--- src/rtl/jpeg_hex_stream_parser_pkg.sv ---
// rtl/jpeg_hex_stream_parser_pkg.sv - shared types and constants for the JPEG hex stream parser
package jpeg_pkg;

    typedef enum logic [2:0] {
        ST_IDLE,
        ST_MARK,
        ST_LEN_HI,
        ST_LEN_LO,
        ST_SEG,
        ST_SCAN,
        ST_SFF
    } state_t;

    localparam logic [7:0] M_SOI  = 8'hD8;
    localparam logic [7:0] M_EOI  = 8'hD9;
    localparam logic [7:0] M_SOS  = 8'hDA;
    localparam logic [7:0] M_RST0 = 8'hD0;
    localparam logic [7:0] M_TEM  = 8'h01;

    localparam logic [7:0] CH_LF = 8'h0A;
    localparam logic [7:0] CH_CR = 8'h0D;
    localparam logic [7:0] CH_SP = 8'h20;

    // RSTn markers D0..D7 share the upper five bits of RST0
    function automatic logic is_rst_marker(input logic [7:0] code);
        return code[7:3] == M_RST0[7:3];
    endfunction

    // Markers that carry no length field
    function automatic logic is_standalone(input logic [7:0] code);
        return (code == M_SOI) || (code == M_TEM) || is_rst_marker(code);
    endfunction

endpackage

--- src/rtl/jpeg_hex_stream_parser_if.sv ---
// rtl/jpeg_hex_stream_parser_if.sv - character input, byte output and status signals
interface jpeg_hex_stream_parser_if;
    logic [7:0] in_char;
    logic       in_valid;
    logic       in_ready;
    logic [7:0] out_data;
    logic       out_valid;
    logic       out_ready;
    logic       out_marker;
    logic       out_scan;
    logic       err;
    logic       eoi_done;

    modport master (
        output in_char, in_valid, out_ready,
        input  in_ready, out_data, out_valid, out_marker, out_scan, err, eoi_done
    );

    modport slave (
        input  in_char, in_valid, out_ready,
        output in_ready, out_data, out_valid, out_marker, out_scan, err, eoi_done
    );
endinterface

--- src/rtl/hex_ascii_decode.sv ---
// rtl/hex_ascii_decode.sv - classifies one ASCII character as hex nibble, whitespace or other
module hex_ascii_decode
    import jpeg_pkg::*;
(
    input  logic [7:0] char_in,
    output logic [3:0] nib,
    output logic       is_hex,
    output logic       is_ws
);

    // Letters map via low nibble + 9 ('A'/'a' low nibble is 1 -> 10)
    always_comb begin
        nib    = 4'h0;
        is_hex = 1'b0;
        is_ws  = 1'b0;
        if (char_in >= 8'h30 && char_in <= 8'h39) begin
            nib    = char_in[3:0];
            is_hex = 1'b1;
        end else if ((char_in >= 8'h41 && char_in <= 8'h46) ||
                     (char_in >= 8'h61 && char_in <= 8'h66)) begin
            nib    = char_in[3:0] + 4'd9;
            is_hex = 1'b1;
        end else if (char_in == CH_LF || char_in == CH_CR || char_in == CH_SP) begin
            is_ws  = 1'b1;
        end
    end

endmodule

--- src/rtl/jpeg_hex_stream_parser.sv ---
// rtl/jpeg_hex_stream_parser.sv - hex text to JPEG byte stream with marker, segment and stuffing handling
module jpeg_hex_stream_parser
    import jpeg_pkg::*;
(
    input  logic                          clk,
    input  logic                          rst,
    jpeg_hex_stream_parser_if.slave       bus
);

    state_t      state_q, state_d;
    logic        phase_q, phase_d;
    logic [3:0]  hi_nib_q, hi_nib_d;
    logic [15:0] len_q, len_d;
    logic [15:0] cnt_q, cnt_d;
    logic        is_sos_q, is_sos_d;
    logic        out_valid_q, out_valid_d;
    logic [7:0]  out_data_q, out_data_d;
    logic        out_marker_q, out_marker_d;
    logic        out_scan_q, out_scan_d;
    logic        err_q, err_d;
    logic        eoi_done_q, eoi_done_d;

    logic [3:0]  nib;
    logic        is_hex;
    logic        is_ws;
    logic        accept;
    logic        byte_ok;
    logic [7:0]  byte_v;
    logic        emit;
    logic [7:0]  emit_data;
    logic        emit_marker;
    logic        emit_scan;

    hex_ascii_decode u_dec (
        .char_in (bus.in_char),
        .nib     (nib),
        .is_hex  (is_hex),
        .is_ws   (is_ws)
    );

    assign bus.in_ready   = !out_valid_q || bus.out_ready;
    assign accept         = bus.in_valid && bus.in_ready;
    assign bus.out_valid  = out_valid_q;
    assign bus.out_data   = out_data_q;
    assign bus.out_marker = out_marker_q;
    assign bus.out_scan   = out_scan_q;
    assign bus.err        = err_q;
    assign bus.eoi_done   = eoi_done_q;

    // Nibble assembly, byte-level parse step and output register next-state
    always_comb begin
        state_d      = state_q;
        phase_d      = phase_q;
        hi_nib_d     = hi_nib_q;
        len_d        = len_q;
        cnt_d        = cnt_q;
        is_sos_d     = is_sos_q;
        out_valid_d  = out_valid_q;
        out_data_d   = out_data_q;
        out_marker_d = out_marker_q;
        out_scan_d   = out_scan_q;
        err_d        = err_q;
        eoi_done_d   = eoi_done_q;
        byte_ok      = 1'b0;
        byte_v       = {hi_nib_q, nib};
        emit         = 1'b0;
        emit_data    = byte_v;
        emit_marker  = 1'b0;
        emit_scan    = 1'b0;

        if (bus.out_ready) begin
            out_valid_d = 1'b0;
        end

        // Everything after EOI is swallowed silently
        if (accept && !eoi_done_q) begin
            if (is_hex) begin
                if (!phase_q) begin
                    hi_nib_d = nib;
                    phase_d  = 1'b1;
                end else begin
                    phase_d  = 1'b0;
                    byte_ok  = 1'b1;
                end
            end else if (!is_ws) begin
                err_d = 1'b1;
            end
        end

        if (byte_ok) begin
            case (state_q)
                ST_IDLE: begin
                    if (byte_v == 8'hFF) begin
                        state_d = ST_MARK;
                    end else begin
                        err_d = 1'b1;
                    end
                end
                ST_MARK, ST_SFF: begin
                    if (byte_v == 8'hFF) begin
                        state_d = state_q;
                    end else if (state_q == ST_SFF && byte_v == 8'h00) begin
                        emit      = 1'b1;
                        emit_data = 8'hFF;
                        emit_scan = 1'b1;
                        state_d   = ST_SCAN;
                    end else if (state_q == ST_SFF && is_rst_marker(byte_v)) begin
                        emit        = 1'b1;
                        emit_marker = 1'b1;
                        state_d     = ST_SCAN;
                    end else if (byte_v == 8'h00) begin
                        err_d   = 1'b1;
                        state_d = ST_IDLE;
                    end else begin
                        emit        = 1'b1;
                        emit_marker = 1'b1;
                        if (byte_v == M_EOI) begin
                            eoi_done_d = 1'b1;
                            state_d    = ST_IDLE;
                        end else if (is_standalone(byte_v)) begin
                            state_d = ST_IDLE;
                        end else begin
                            is_sos_d = (byte_v == M_SOS);
                            state_d  = ST_LEN_HI;
                        end
                    end
                end
                ST_LEN_HI: begin
                    emit        = 1'b1;
                    len_d[15:8] = byte_v;
                    state_d     = ST_LEN_LO;
                end
                ST_LEN_LO: begin
                    emit  = 1'b1;
                    len_d = {len_q[15:8], byte_v};
                    if (len_d < 16'd2) begin
                        err_d   = 1'b1;
                        state_d = ST_IDLE;
                    end else if (len_d == 16'd2) begin
                        state_d = is_sos_q ? ST_SCAN : ST_IDLE;
                    end else begin
                        cnt_d   = len_d - 16'd2;
                        state_d = ST_SEG;
                    end
                end
                ST_SEG: begin
                    emit  = 1'b1;
                    cnt_d = cnt_q - 16'd1;
                    if (cnt_q == 16'd1) begin
                        state_d = is_sos_q ? ST_SCAN : ST_IDLE;
                    end
                end
                ST_SCAN: begin
                    if (byte_v == 8'hFF) begin
                        state_d = ST_SFF;
                    end else begin
                        emit      = 1'b1;
                        emit_scan = 1'b1;
                    end
                end
                default: begin
                    state_d = ST_IDLE;
                end
            endcase
        end

        if (emit) begin
            out_valid_d  = 1'b1;
            out_data_d   = emit_data;
            out_marker_d = emit_marker;
            out_scan_d   = emit_scan;
        end
    end

    // State and output registers with synchronous reset
    always_ff @(posedge clk) begin
        if (rst) begin
            state_q      <= ST_IDLE;
            phase_q      <= 1'b0;
            hi_nib_q     <= 4'h0;
            len_q        <= 16'h0000;
            cnt_q        <= 16'h0000;
            is_sos_q     <= 1'b0;
            out_valid_q  <= 1'b0;
            out_data_q   <= 8'h00;
            out_marker_q <= 1'b0;
            out_scan_q   <= 1'b0;
            err_q        <= 1'b0;
            eoi_done_q   <= 1'b0;
        end else begin
            state_q      <= state_d;
            phase_q      <= phase_d;
            hi_nib_q     <= hi_nib_d;
            len_q        <= len_d;
            cnt_q        <= cnt_d;
            is_sos_q     <= is_sos_d;
            out_valid_q  <= out_valid_d;
            out_data_q   <= out_data_d;
            out_marker_q <= out_marker_d;
            out_scan_q   <= out_scan_d;
            err_q        <= err_d;
            eoi_done_q   <= eoi_done_d;
        end
    end

endmodule

--- src/flat_wrapper.sv ---
// flat-port wrapper written by rule: the top's interface ports become plain ports
module jpeg_hex_stream_parser_flat import jpeg_pkg::*;
  (clk, rst, bus_in_char, bus_in_valid, bus_out_ready, bus_in_ready, bus_out_data, bus_out_valid, bus_out_marker, bus_out_scan, bus_err, bus_eoi_done);
  jpeg_hex_stream_parser_if bus_i ();
  input  logic clk;
  input  logic rst;
  input wire logic [$bits(bus_i.in_char)-1:0] bus_in_char;
  input wire logic [$bits(bus_i.in_valid)-1:0] bus_in_valid;
  input wire logic [$bits(bus_i.out_ready)-1:0] bus_out_ready;
  output wire logic [$bits(bus_i.in_ready)-1:0] bus_in_ready;
  output wire logic [$bits(bus_i.out_data)-1:0] bus_out_data;
  output wire logic [$bits(bus_i.out_valid)-1:0] bus_out_valid;
  output wire logic [$bits(bus_i.out_marker)-1:0] bus_out_marker;
  output wire logic [$bits(bus_i.out_scan)-1:0] bus_out_scan;
  output wire logic [$bits(bus_i.err)-1:0] bus_err;
  output wire logic [$bits(bus_i.eoi_done)-1:0] bus_eoi_done;
  assign bus_i.in_char = bus_in_char;
  assign bus_i.in_valid = bus_in_valid;
  assign bus_i.out_ready = bus_out_ready;
  assign bus_in_ready = bus_i.in_ready;
  assign bus_out_data = bus_i.out_data;
  assign bus_out_valid = bus_i.out_valid;
  assign bus_out_marker = bus_i.out_marker;
  assign bus_out_scan = bus_i.out_scan;
  assign bus_err = bus_i.err;
  assign bus_eoi_done = bus_i.eoi_done;
  jpeg_hex_stream_parser u_core (.clk(clk), .rst(rst), .bus(bus_i));
endmodule
--- config.mk ---
export PLATFORM = sky130hd
export DESIGN_NAME = jpeg_hex_stream_parser_flat
export DESIGN_NICKNAME = d
export VERILOG_FILES = /design/src/rtl/jpeg_hex_stream_parser_pkg.sv /design/src/rtl/jpeg_hex_stream_parser_if.sv /design/src/rtl/hex_ascii_decode.sv /design/src/rtl/jpeg_hex_stream_parser.sv /design/src/flat_wrapper.sv
export SDC_FILE = /design/constraint.sdc
export NUM_CORES = 1
export LEC_CHECK = 0
export ABC_AREA = 1
export ABC_CLOCK_PERIOD_IN_PS = 5300
export CAP_MARGIN = 20
export CELL_PAD_IN_SITES_DETAIL_PLACEMENT = 0
export CELL_PAD_IN_SITES_GLOBAL_PLACEMENT = 1
export CORE_MARGIN = 5
export CORE_UTILIZATION = 45
export DETAILED_ROUTE_END_ITERATION = 16
export GPL_TIMING_DRIVEN = 0
export HOLD_SLACK_MARGIN = 0.1
export PLACE_DENSITY_LB_ADDON = 0.1
export SYNTH_ARGS = -nofsm -noshare
export SYNTH_HDL_FRONTEND = slang
export SYNTH_SLANG_ARGS = --single-unit
--- constraint.sdc ---
create_clock -name clk -period 5.3 [get_ports clk]
set_input_delay 1.06 -clock clk [delete_from_list [all_inputs] [get_ports clk]]
set_output_delay 1.06 -clock clk [all_outputs]
set_load 0.01 [all_outputs]
==> metrics.txt <==
status complete, no violations; top_reg_cell synth dfxtp_1; gr ovfl total 0; Final Hold Vio Count 0; Routed WL roughly 9500 um; I/O Pins 26; largest net degree at the start of global routing 14; Via density approximately 5.2; Synth Area per Inst approximately 6.2 um2; fmax 261 MHz; Distinct cells, synth between 40 and 50; post-synthesis simple-gate area fraction 0.445; First-pass DRT Iterations 5; Post-synth EDFFs 0; Synth area leaders dfxtp_1 26%, nand2_1 13%, nor2_1 9.4%; Initial Util 0.455; dpl cell area 3850 um2; setup TNS 0 ns; warnings from Yosys 0; Worst Setup Path Type primary input to flop; Die W 97.9 um; Reg-to-Reg End u_core.cnt_q[13]; Worst Min Path Start u_core.cnt_q[1]; DRC Markers 0; Design Area, Final 3940 um2; initial antenna violation count 0; die height 97.9 um; Hold Crit Depth 2; Synth area leader dfxtp_1; mux cell area share after synthesis 0; clock slew at reported path FFs 0.09 ns; Layout Skew 0.00346 ns; Routed Antenna Nets 0; Arr. time, crit path 3.99 ns; routed len/inst about 14 um; total track usage 0.206; RR Startpoint u_core.hi_nib_q[0]; Adder-Cell Fraction of Synth Area 0.0252; post-synthesis sequential area ratio 0.265; hold_buf cts 0; ys async rst share 0; main combinational cell family by area after synthesis simple AND/OR/NAND/NOR gates; row cnt 32; Tcrit/Tclk final 0.723; CTS tree done; CP endpoint kind flop; Worst Setup Start Kind primary input; CTS Buf Count 5; port buffer count 24; worst-margin pin slew 0.652 ns; Hold Crit Class flop to flop; Peak VDD IR 0.0801 mV; syn_nets 576; area added between synthesis and finish 13.2%; hold path endpoint u_core.cnt_q[1]; full die area around 9600 um2; Post-CTS Setup Inserts 0; initial drt markers between 200 and 250; max cap viols 0; flops & latches, synth 46; Nets 607; Cells after Synth 557; HPWL Detailed approximately 7500 um; GP Congestion 0.950; H-tree depth 2; relative slew slack 0.565; ANT cells 0; reg2reg setup slack 3.23 ns; post-synth top area share 0.265; Compound-Gate Fraction of Synth Area 0.130; vias in the first global route 3385; Clock Tree Buf Depth 2; routed vias 3588; crit path time final 3.83 ns; share of post-route cells with drive strength above 1 0.109; Core ar. 7650 um2; RSZ-0062 raised after global routing no; Syn Std Cell Area 3480 um2; R2R cell count 13; clock sink count 46; Resized Gates After CTS 0; Worst-Skew Late Latency 0.30 ns; final setup vio count 0; Worst EP required 5.46 ns; P_leak 1.74 nW; first-pass GRT wire length 16500 um; root buf cell clkbuf_8; worst hold slack 0.477 ns; Max Slew Vio Count 0; Cell Pwr Density 174 nW/um2; XOR/XNOR Fraction of Synth Area 0.0302; crit-path max FO 10
## metrics by stage
step | setup slack, ns | util | total power, mW | instances
6_report | 1.47 | 0.515 | 0.686 | 691
5_1_grt | 1.17 | 0.515 | 0.720 | 691
4_1_cts | 1.46 | 0.515 | 0.691 | 691
3_5_place_dp | 1.13 | 0.503 | 0.463 | 683
3_3_place_gp | 1.18 | 0.503 | 0.463 | 683
2_1_floorplan | 2.30 | - | 0.431 | 557
## flip-flops by register name (all words and copies together) (netlist names), 3 cells and up
signal / cells
u_core.state_q: 3
u_core.hi_nib_q: 4
u_core.len_q: 8
u_core.cnt_q: 16
u_core.bus.out_data: 8
## Yosys cell counts, types with 2 or more instances
master	number
a21oi_1	52
buf_2	6
buf_4	2
buf_6	5
clkbuf_1	6
dfxtp_1	46
ha_1	7
inv_1	53
inv_2	7
nand2_1	122
nand2_2	9
nand2_4	2
nand3_1	51
nand3_2	7
nand4_1	17
nor2_1	87
nor2_2	2
nor2_4	7
nor3_1	5
o21ai_0	32
or2_2	2
xnor2_1	4
xor2_1	8
## worst max-delay path, cell delays in order
cell	delay (ns)
clkdlybuf4s50_1	0.59
inv_1	0.13
ha_1	0.28
nand2_1	0.10
nand3_2	0.09
nand3_1	0.10
nand2_2	0.11
inv_2	0.16
buf_2	0.27
ha_1	0.21
inv_1	0.07
nor2_4	0.19
nand2_1	0.11
inv_1	0.08
nand3_1	0.06
nand3_1	0.11
o21ai_0	0.11
nand2_1	0.08
a21oi_1	0.06
## cell type report
class,count,area [um2]
flip-flops and latches,46,921
fillers,816,3710
multi-input cells,429,2190
plain buffers,19,124
clock buffers,7,86.3
inverters,63,240
clock inverters,1,5.00
well taps,102,128
repair buffers,24,240
## worst max path at each step
stage	cells after the start	slack, ns	end	startpoint
floorplan	16	2.30	u_core.cnt_q[7]	bus_in_char[0]
global placement	19	1.18	u_core.cnt_q[13]	bus_in_char[0]
detailed placement	19	1.13	u_core.cnt_q[13]	bus_in_char[0]
CTS	19	1.46	u_core.cnt_q[13]	bus_in_char[0]
global route	20	1.17	u_core.cnt_q[13]	bus_in_char[0]
finish	19	1.47	u_core.cnt_q[13]	bus_in_char[0]
## where the power goes
part,total (mW),switching [mW],leakage (nW),internal [mW]
logic,0.106,0.0677,1.33,0.0387
registers,0.349,0.00195,0.371,0.347
clock network,0.231,0.125,0.0482,0.106
total,0.686,0.195,1.74,0.491
## kinds of logic (layout without fill, tap and decap cells)
logic type | count (synthesis) | in the layout
AND/OR/NAND/NOR | 321 | 321
XOR/XNOR | 12 | 12
adder cells (fa/ha/maj) | 7 | 7
buffers and inverters | 82 | 114
flip-flops | 46 | 46
AO/OA/AOI/OAI | 89 | 89
## layout by cell type (no fill, tap or decap), types with 2 or more instances in the layout
cell / synthesis / routed
nand2_1: 122 / 122
nor2_1: 87 / 87
inv_1: 53 / 53
a21oi_1: 52 / 52
nand3_1: 51 / 51
dfxtp_1: 46 / 46
o21ai_0: 32 / 32
clkdlybuf4s50_1: 0 / 24
nand4_1: 17 / 17
nand2_2: 9 / 9
xor2_1: 8 / 8
inv_2: 7 / 7
nor2_4: 7 / 7
nand3_2: 7 / 7
clkbuf_1: 6 / 7
ha_1: 7 / 7
buf_2: 6 / 6
clkbuf_8: 0 / 6
buf_6: 5 / 5
nor3_1: 5 / 5
xnor2_1: 4 / 4
buf_4: 2 / 2
nand2_4: 2 / 2
nor2_2: 2 / 2
clkinv_2: 1 / 2
or2_2: 2 / 2
## metal layers
layer / global-route usage / wire, um
met1: 0.295 / 4850
met2: 0.328 / 4200
met3: 0.0293 / 361
met4: 0.0490 / 138
met5: 0 / 0
(Power assumes the default switching activity.)
